`src/rtl/hsiao2_64_pkg.sv`:
```
// Shared constants and H matrix for the Hsiao (72,64) SEC-DED encoder/decoder pair.
// Columns: 56 weight-3 vectors, 8 weight-5 vectors, then one-hot check columns.
package hsiao2_64_pkg;

  localparam int DATA_W = 64;
  localparam int CHK_W  = 8;
  localparam int CODE_W = DATA_W + CHK_W;

  typedef enum logic [1:0] {
    ERR_NONE  = 2'd0,
    ERR_CORR  = 2'd1,
    ERR_FATAL = 2'd2
  } err_class_t;

  typedef logic [0:CODE_W-1][CHK_W-1:0] h_matrix_t;

  // Walking the 8-bit values in ascending order yields both column families already sorted.
  function automatic h_matrix_t build_h();
    h_matrix_t  h;
    int         n3;
    int         n5;
    int         w;
    logic [7:0] vec;
    h  = '0;
    n3 = 0;
    n5 = 0;
    for (int v = 1; v < 256; v++) begin
      vec = v[7:0];
      w   = $countones(vec);
      if (w == 3 && n3 < 56) begin
        h[n3] = vec;
        n3++;
      end else if (w == 5 && n5 < 8) begin
        h[56 + n5] = vec;
        n5++;
      end
    end
    for (int k = 0; k < CHK_W; k++) begin
      h[DATA_W + k] = 8'(1 << k);
    end
    return h;
  endfunction

  localparam h_matrix_t H_COL = build_h();

  function automatic logic [CHK_W-1:0] calc_syndrome(input logic [0:CODE_W-1] code);
    logic [CHK_W-1:0] s;
    s = '0;
    for (int i = 0; i < CODE_W; i++) begin
      if (code[i]) s ^= H_COL[i];
    end
    return s;
  endfunction

endpackage

```
`src/rtl/hsiao2_64_decoder_syndrome.sv`:
```
// Combinational syndrome, single-error position mask and error classification.
module hsiao2_64_syndrome
  import hsiao2_64_pkg::*;
(
  input  logic [0:CODE_W-1] i_code,
  output logic [CHK_W-1:0]  syndrome,
  output logic [0:CODE_W-1] err_mask,
  output err_class_t        err_class
);

  assign syndrome = calc_syndrome(i_code);

  // No column is zero, so a clean syndrome can never raise a mask bit.
  for (genvar gi = 0; gi < CODE_W; gi++) begin : g_match
    assign err_mask[gi] = (syndrome == H_COL[gi]);
  end

  always_comb begin
    err_class = ERR_NONE;
    if (syndrome != '0) begin
      if (|err_mask) err_class = ERR_CORR;
      else           err_class = ERR_FATAL;
    end
  end

endmodule

```
`src/rtl/hsiao2_64_decoder.sv`:
```
// Registered Hsiao (72,64) SEC-DED decoder, one cycle latency, full throughput.
// reset_n is an active-high synchronous reset despite its name.
module hsiao2_64_decoder
  import hsiao2_64_pkg::*;
(
  input  logic              clk,
  input  logic              reset_n,
  input  logic              enable,
  input  logic [0:CODE_W-1] i_code,
  output logic [0:DATA_W-1] o_data,
  output logic              o_valid,
  output logic              o_err_corr,
  output logic              o_err_detec,
  output logic              o_err_fatal
);

  logic [CHK_W-1:0]  syndrome;
  logic [0:CODE_W-1] err_mask;
  err_class_t        err_class;
  logic [0:DATA_W-1] data_next;
  logic              corr_next;
  logic              detec_next;
  logic              fatal_next;

  logic [0:DATA_W-1] data_reg;
  logic              valid_reg;
  logic              corr_reg;
  logic              detec_reg;
  logic              fatal_reg;

  hsiao2_64_syndrome u_syndrome (
    .i_code    (i_code),
    .syndrome  (syndrome),
    .err_mask  (err_mask),
    .err_class (err_class)
  );

  // A check-bit hit leaves the data slice of the mask at zero, so data passes through.
  assign data_next  = i_code[0:DATA_W-1] ^ err_mask[0:DATA_W-1];
  assign corr_next  = |err_mask;
  assign detec_next = (syndrome != '0);
  assign fatal_next = (err_class == ERR_FATAL);

  always_ff @(posedge clk) begin
    if (reset_n) begin
      data_reg  <= '0;
      valid_reg <= 1'b0;
      corr_reg  <= 1'b0;
      detec_reg <= 1'b0;
      fatal_reg <= 1'b0;
    end else if (enable) begin
      data_reg  <= data_next;
      valid_reg <= 1'b1;
      corr_reg  <= corr_next;
      detec_reg <= detec_next;
      fatal_reg <= fatal_next;
    end else begin
      valid_reg <= 1'b0;
    end
  end

  assign o_data      = data_reg;
  assign o_valid     = valid_reg;
  assign o_err_corr  = corr_reg;
  assign o_err_detec = detec_reg;
  assign o_err_fatal = fatal_reg;

endmodule

```
`config.mk`:
```
export PLATFORM = sky130hd
export DESIGN_NAME = hsiao2_64_decoder
export DESIGN_NICKNAME = d
export VERILOG_FILES = /design/src/rtl/hsiao2_64_pkg.sv /design/src/rtl/hsiao2_64_decoder_syndrome.sv /design/src/rtl/hsiao2_64_decoder.sv
export SDC_FILE = /design/constraint.sdc
export NUM_CORES = 1
export LEC_CHECK = 0
export ABC_AREA = 1
export CAP_MARGIN = 20
export CORE_ASPECT_RATIO = 0.9
export CORE_UTILIZATION = 49
export CTS_BUF_LIST = sky130_fd_sc_hd__clkbuf_2 sky130_fd_sc_hd__clkbuf_4 sky130_fd_sc_hd__clkbuf_8
export DETAILED_ROUTE_END_ITERATION = 8
export GPL_ROUTABILITY_DRIVEN = 1
export PLACE_DENSITY = 0.84
export SLEW_MARGIN = 15
export SYNTH_ARGS = -nofsm -noshare
export SYNTH_HDL_FRONTEND = slang
export SYNTH_SLANG_ARGS = --single-unit
```
`constraint.sdc`:
```
create_clock -name clk -period 2.3 [get_ports clk]
set_input_delay 0.345 -clock clk [delete_from_list [all_inputs] [get_ports clk]]
set_output_delay 0.345 -clock clk [all_outputs]
set_load 0.005 [all_outputs]
```
==> results of run 1 <==
==> cells by family after synthesis <==
group,share of synthesized area
simple gates,0.442
buf+inv,0.127
compound gates,0.155
flops,0.197
xor+xnor,0.0796
==> synth_stat cells <==
master,instances,share of area
clkbuf_2,2,0.0014
nand3b_1,11,0.012
clkbuf_1,20,0.011
nand2_1,478,0.26
nand2_4,4,0.0065
buf_6,4,0.0065
nand3_4,1,0.0025
nand2_2,22,0.020
nor3_1,1,0.00072
inv_4,1,0.00090
nand4_1,8,0.0072
a31oi_1,1,0.00090
nand3_1,83,0.060
nor2_1,88,0.048
o211ai_1,3,0.0033
buf_1,1,0.00054
a21o_1,1,0.0011
o21ai_0,83,0.060
nand3_2,5,0.0072
nor2_4,2,0.0033
a21oi_2,1,0.0013
dfxtp_1,68,0.20
nor2_2,17,0.015
inv_1,145,0.079
xnor2_1,32,0.041
buf_4,11,0.012
inv_2,21,0.011
o221ai_1,34,0.043
a21oi_1,61,0.044
xor2_2,1,0.0024
buf_2,6,0.0043
o21ai_1,2,0.0014
xor2_1,29,0.037
==> stage by stage <==
step	setup WS, ps	hold WS [ps]
CTS	-173	374
detailed placement	-1320	470
global placement	-1300	465
floorplan	-11.1	407
==> timing repair <==
action / in CTS
setup buffers: 50
hold endpoints to repair: 0
pin swaps: 159
setup endpoints to repair: 67
gates cloned: 1
resized for setup: 653
==> qor.txt, run 1 <==
Worst setup endpoint GRT -> o_err_fatal$_SDFFE_PP0P_/D
Hold buffers post-CTS -> 0
Post-Place Cell Area -> 10300 um^2
Row count -> 40
Die Span X -> 127 um
Syn_nets -> 1322
Fail Step -> 5_1_grt
Pin count of the biggest net entering global routing -> 63
RD Place Congestion -> 1.04
Run status -> did not finish
Worst endpoint type -> register data pin
Clock root cell -> clkbuf_8
Io pins -> 143
Synth warn -> 0
CTS Buf Count -> 9
PortBufs -> 142
Starting Density -> 0.510
Distinct cells, synth -> 33
#FFs+latches synth -> 68
Cell Area, Synth -> 6920 um^2
Clock tree buffer depth -> 2
Seq/Total Area, Yosys -> 0.197
H-tree depth -> 3
Syn avg cell area -> 5.55 um^2
Die H -> 115 um
Placed cells -> 1781
Cell count after synthesis -> 1247
Placed wire-length estimate -> 24600 um
CTS Sinks -> 68
Err -> [ERROR DPL-0038] Utilization greater than 100%, impossible to legalize
==> inputs of run 2 (changes only) <==
- CORE_ASPECT_RATIO: 0.9 -> default
- CORE_UTILIZATION: 49 -> 40
- CTS_BUF_LIST: sky130_fd_sc_hd__clkbuf_2 sky130_fd_sc_hd__clkbuf_4 sky130_fd_sc_hd__clkbuf_8 -> default
- PLACE_DENSITY: 0.84 -> default
- PLACE_DENSITY_LB_ADDON: default -> 0.15
- clock period: 2.3 -> 2.99 ns (I/O delays scaled with it)
==> run 2 against run 1 <==
The flow now finishes without violations. Synthesized cell count unchanged. Area after synthesis stayed put.
==> qor.txt, run 2 <==
Vias per cell -> 5.09
Worst relative slew slack -> 0.660
Commonest non-fill, non-tap cell in the layout -> nand2_1
Post-synth EDFFs -> 0 (unchanged)
Vias in the first global route -> 8554
Critical Path Source Type -> primary input
Placed wire-length estimate -> 25800 um (+4.5%)
Combined area of the multi-input logic cells -> 5270 um^2
Part of the cycle the worst path needs -> 0.958
Cell Area, Synth -> 6920 um^2 (unchanged)
Max-cap violations -> 0
Clock network power share -> 0.218
Diode count -> 0
CP arrival -> 3090 ps
CTS Buf Count -> 9 (unchanged)
Syn_nets -> 1322 (unchanged)
Synth Flop Type -> dfxtp_1
Worst-margin pin slew -> 511 ps
Starting Density -> 0.413 (-0.0973)
Storage cell area -> 1360 um^2
Worst r2r src -> o_data[20]$_SDFFE_PP0P_
Worst path slowest cell -> dlygate4sd2_1
Synth top cells by count -> nand2_1 (478), inv_1 (145), nor2_1 (88)
Core box area -> 16800 um^2
Max FFs per register -> 64
CP top delay family -> simple AND/OR/NAND/NOR gates
Non-filler cells, final -> 1849
Initial antenna violation count -> 0
Count leader, synth -> nand2_1
Crit end category -> flop
R2R depth -> 2
Clock tree buffer depth -> 2 (unchanged)
Syn-to-layout area delta -> 65.2%
Tot GR Track Use -> 0.350
Drt wl/cell -> 17.2 um
Fin nets -> 1699
Die H -> 134 um (+16%)
Hold slack -> 480 ps
# fillers -> 1550
Hold Crit Class -> reg -> reg
Placed cells -> 1815 (+1.9%)
Drc violations -> 0
Worst Path Buf+Inv -> 3
Crit path max fanout -> 6
Final Hold Viols -> 0
Sw Ratio -> 0.435
RD Place Congestion -> 0.968 (-6.8%)
Post-Place Cell Area -> 10400 um^2 (+0.96%)
Final Slew Violations -> 0
Row count -> 47 (+18%)
Synth warn -> 0 (unchanged)
Most frequent cells in the layout -> nand2_1 (402), buf_4 (245), inv_1 (133)
TritonCTS clock tree -> yes
Critical path's largest stage delay -> 470 ps
Final min period -> 2860 ps
Syn avg cell area -> 5.55 um^2 (unchanged)
PortBufs -> 142 (unchanged)
Critical Path Source -> i_code[21]
Total Wirelength -> 31900 um
FFs w/ async S/R, synth -> 0 (unchanged)
Worst path most repeated cell -> nand2_1
Static Leakage -> 6.52 nW
Initial detailed-routing violation count -> 650
Hold Crit Start -> o_data[60]$_SDFFE_PP0P_
Setup TNS -> 0 ps
Io pins -> 143 (unchanged)
Clock transition at path regs -> 70 ps
Internal cell power -> 2.72 mW
Critical Path RT -> 3220 ps
DRT Pass-1 Iters -> 5
Combinational Power Share -> 0.569
Setup Skew -> 0 ps
Run status -> complete, no violations
Fraction of layout cells with a size suffix above 1 -> 0.314
Worst Hold Depth -> 2
F_max -> 349 MHz
#FFs+latches synth -> 68 (unchanged)
Crit. path cell count -> 21
Clock Latency Late Sink -> 340 ps
Worst setup path category -> in -> reg
PD cells -> 421 nW/um^2
Worst VDD drop -> 0.317 mV
Sw power -> 2.09 mW
Final worst setup slack -> 126 ps
Share of the synthesized area in the top cell type -> 0.259 (unchanged)
Cell count after synthesis -> 1247 (unchanged)
Clock root cell -> clkbuf_16
Flop pwr share -> 0.213
Dpl ws -> -699 ps (+619 ps)
Global route overflow -> 0
CP cell instances -> dlygate4sd2_1 > xnor2_2 > inv_1 > nand2_1 > nand2_1 > nand2_1 > nand2_1 > nand2_1 > nand2_2 > inv_1 > nand3_4 > nand2_4 > nand2_4 > nor2_2 > nand2_1 > nand4_1 > nor2_1 > nand2_1 > nor2_2 > nand3_1 > a21oi_2
Final instance area -> 11400 um^2
CTS Sinks -> 68 (unchanged)
Die Span X -> 134 um (+4.9%)
Distinct cells, synth -> 33 (unchanged)
Die area -> 17800 um^2
Pin count of the biggest net entering global routing -> 59
First-pass GRT wire length -> 46900 um
Synth area leaders -> nand2_1 (26%), dfxtp_1 (20%), inv_1 (7.9%), nand3_1 (6.0%), o21ai_0 (6.0%)
Synth area leader -> nand2_1
DR vias -> 9412
H-tree depth -> 3 (unchanged)
Endpoints failing setup -> 0
Seq/Total Area, Yosys -> 0.197 (unchanged)
Post-route ant nets -> 0
run 2: cell counts after synthesis:
No cell type changed its count.
run 2: metal layers:
| metal | routed length (um) | track usage | vias up |
|---|---|---|---|
| li1 | - | - | 4713 |
| met1 | 12800 | 0.450 | 4213 |
| met2 | 15000 | 0.585 | 417 |
| met3 | 2590 | 0.0403 | 69 |
| met4 | 1460 | 0.160 | 0 |
| met5 | 0 | 0 | - |
run 2: power groups by stage:
stage / combinational (mW) / clock, mW / sequential (mW)
3_3_place_gp: 2.31 / 0 / 1.04
2_1_floorplan: 1.21 / 0 / 1.04
5_1_grt: 2.94 / 1.10 / 1.03
3_5_place_dp: 2.33 / 0 / 1.04
4_1_cts: 2.38 / 1.06 / 1.02
6_report: 2.74 / 1.05 / 1.02
run 2: cell type report:
cell class / instances / share of cell area
Inverter: 167 / 0.0568
Clock buffer: 9 / 0.0197
Multi-Input combinational cell: 968 / 0.461
Sequential cell: 68 / 0.119
Timing Repair Buffer: 410 / 0.314
Clock inverter: 7 / 0.00525
Tap cell: 220 / 0.0241
run 2: cell families after synthesis:
| family | count (synthesis) | synth area share |
|---|---|---|
| AND/OR/NAND/NOR | 720 | 0.442 |
| buffers and inverters | 211 | 0.127 |
| AO/OA/AOI/OAI | 186 | 0.155 |
| flip-flops | 68 | 0.197 |
| XOR/XNOR | 62 | 0.0796 |
run 2: worst min-delay path, delay by kind of cell (launching register included):
kind	cells	cell delay [ps]
AOI/OAI and AO/OA	1	80
buffers and inverters	1	50
DFF	1	330
run 2: path summary, 6_finish.rpt:
check,to,slack (ps)
setup / recovery,o_err_fatal$_SDFFE_PP0P_,130
hold / removal,o_data[60]$_SDFFE_PP0P_,480
setup reg to reg,o_data[20]$_SDFFE_PP0P_,2290
hold reg to reg,o_data[60]$_SDFFE_PP0P_,480
run 2: timing repair:
item | CTS | global route
hold buffers | 0 | 0
resized for setup | 45 | 251
gates cloned | 0 | 1
endpoints found under the setup margin | 41 | 66
buffers inserted | 3 | 16
pin swaps | 4 | 73
run 2: through the flow:
step	utilization	power (mW)
floorplan	-	2.25
global placement	0.619	3.35
detailed placement	0.619	3.37
CTS	0.641	4.46
global route	0.682	5.07
finish	0.682	4.81
No activity file was read; power rests on OpenSTA's default activity.
==> inputs of run 3 (changes only) <==
- HOLD_SLACK_MARGIN: default -> 0.05
==> results of run 3 <==
Same layout as run 2: the final DEF is identical, and so are final timing and power.
==> inputs of run 4 (changes only) <==
- TNS_END_PERCENT: default -> 100
==> results of run 4 <==
Same layout as run 2: the final DEF is identical, and so are final timing and power.
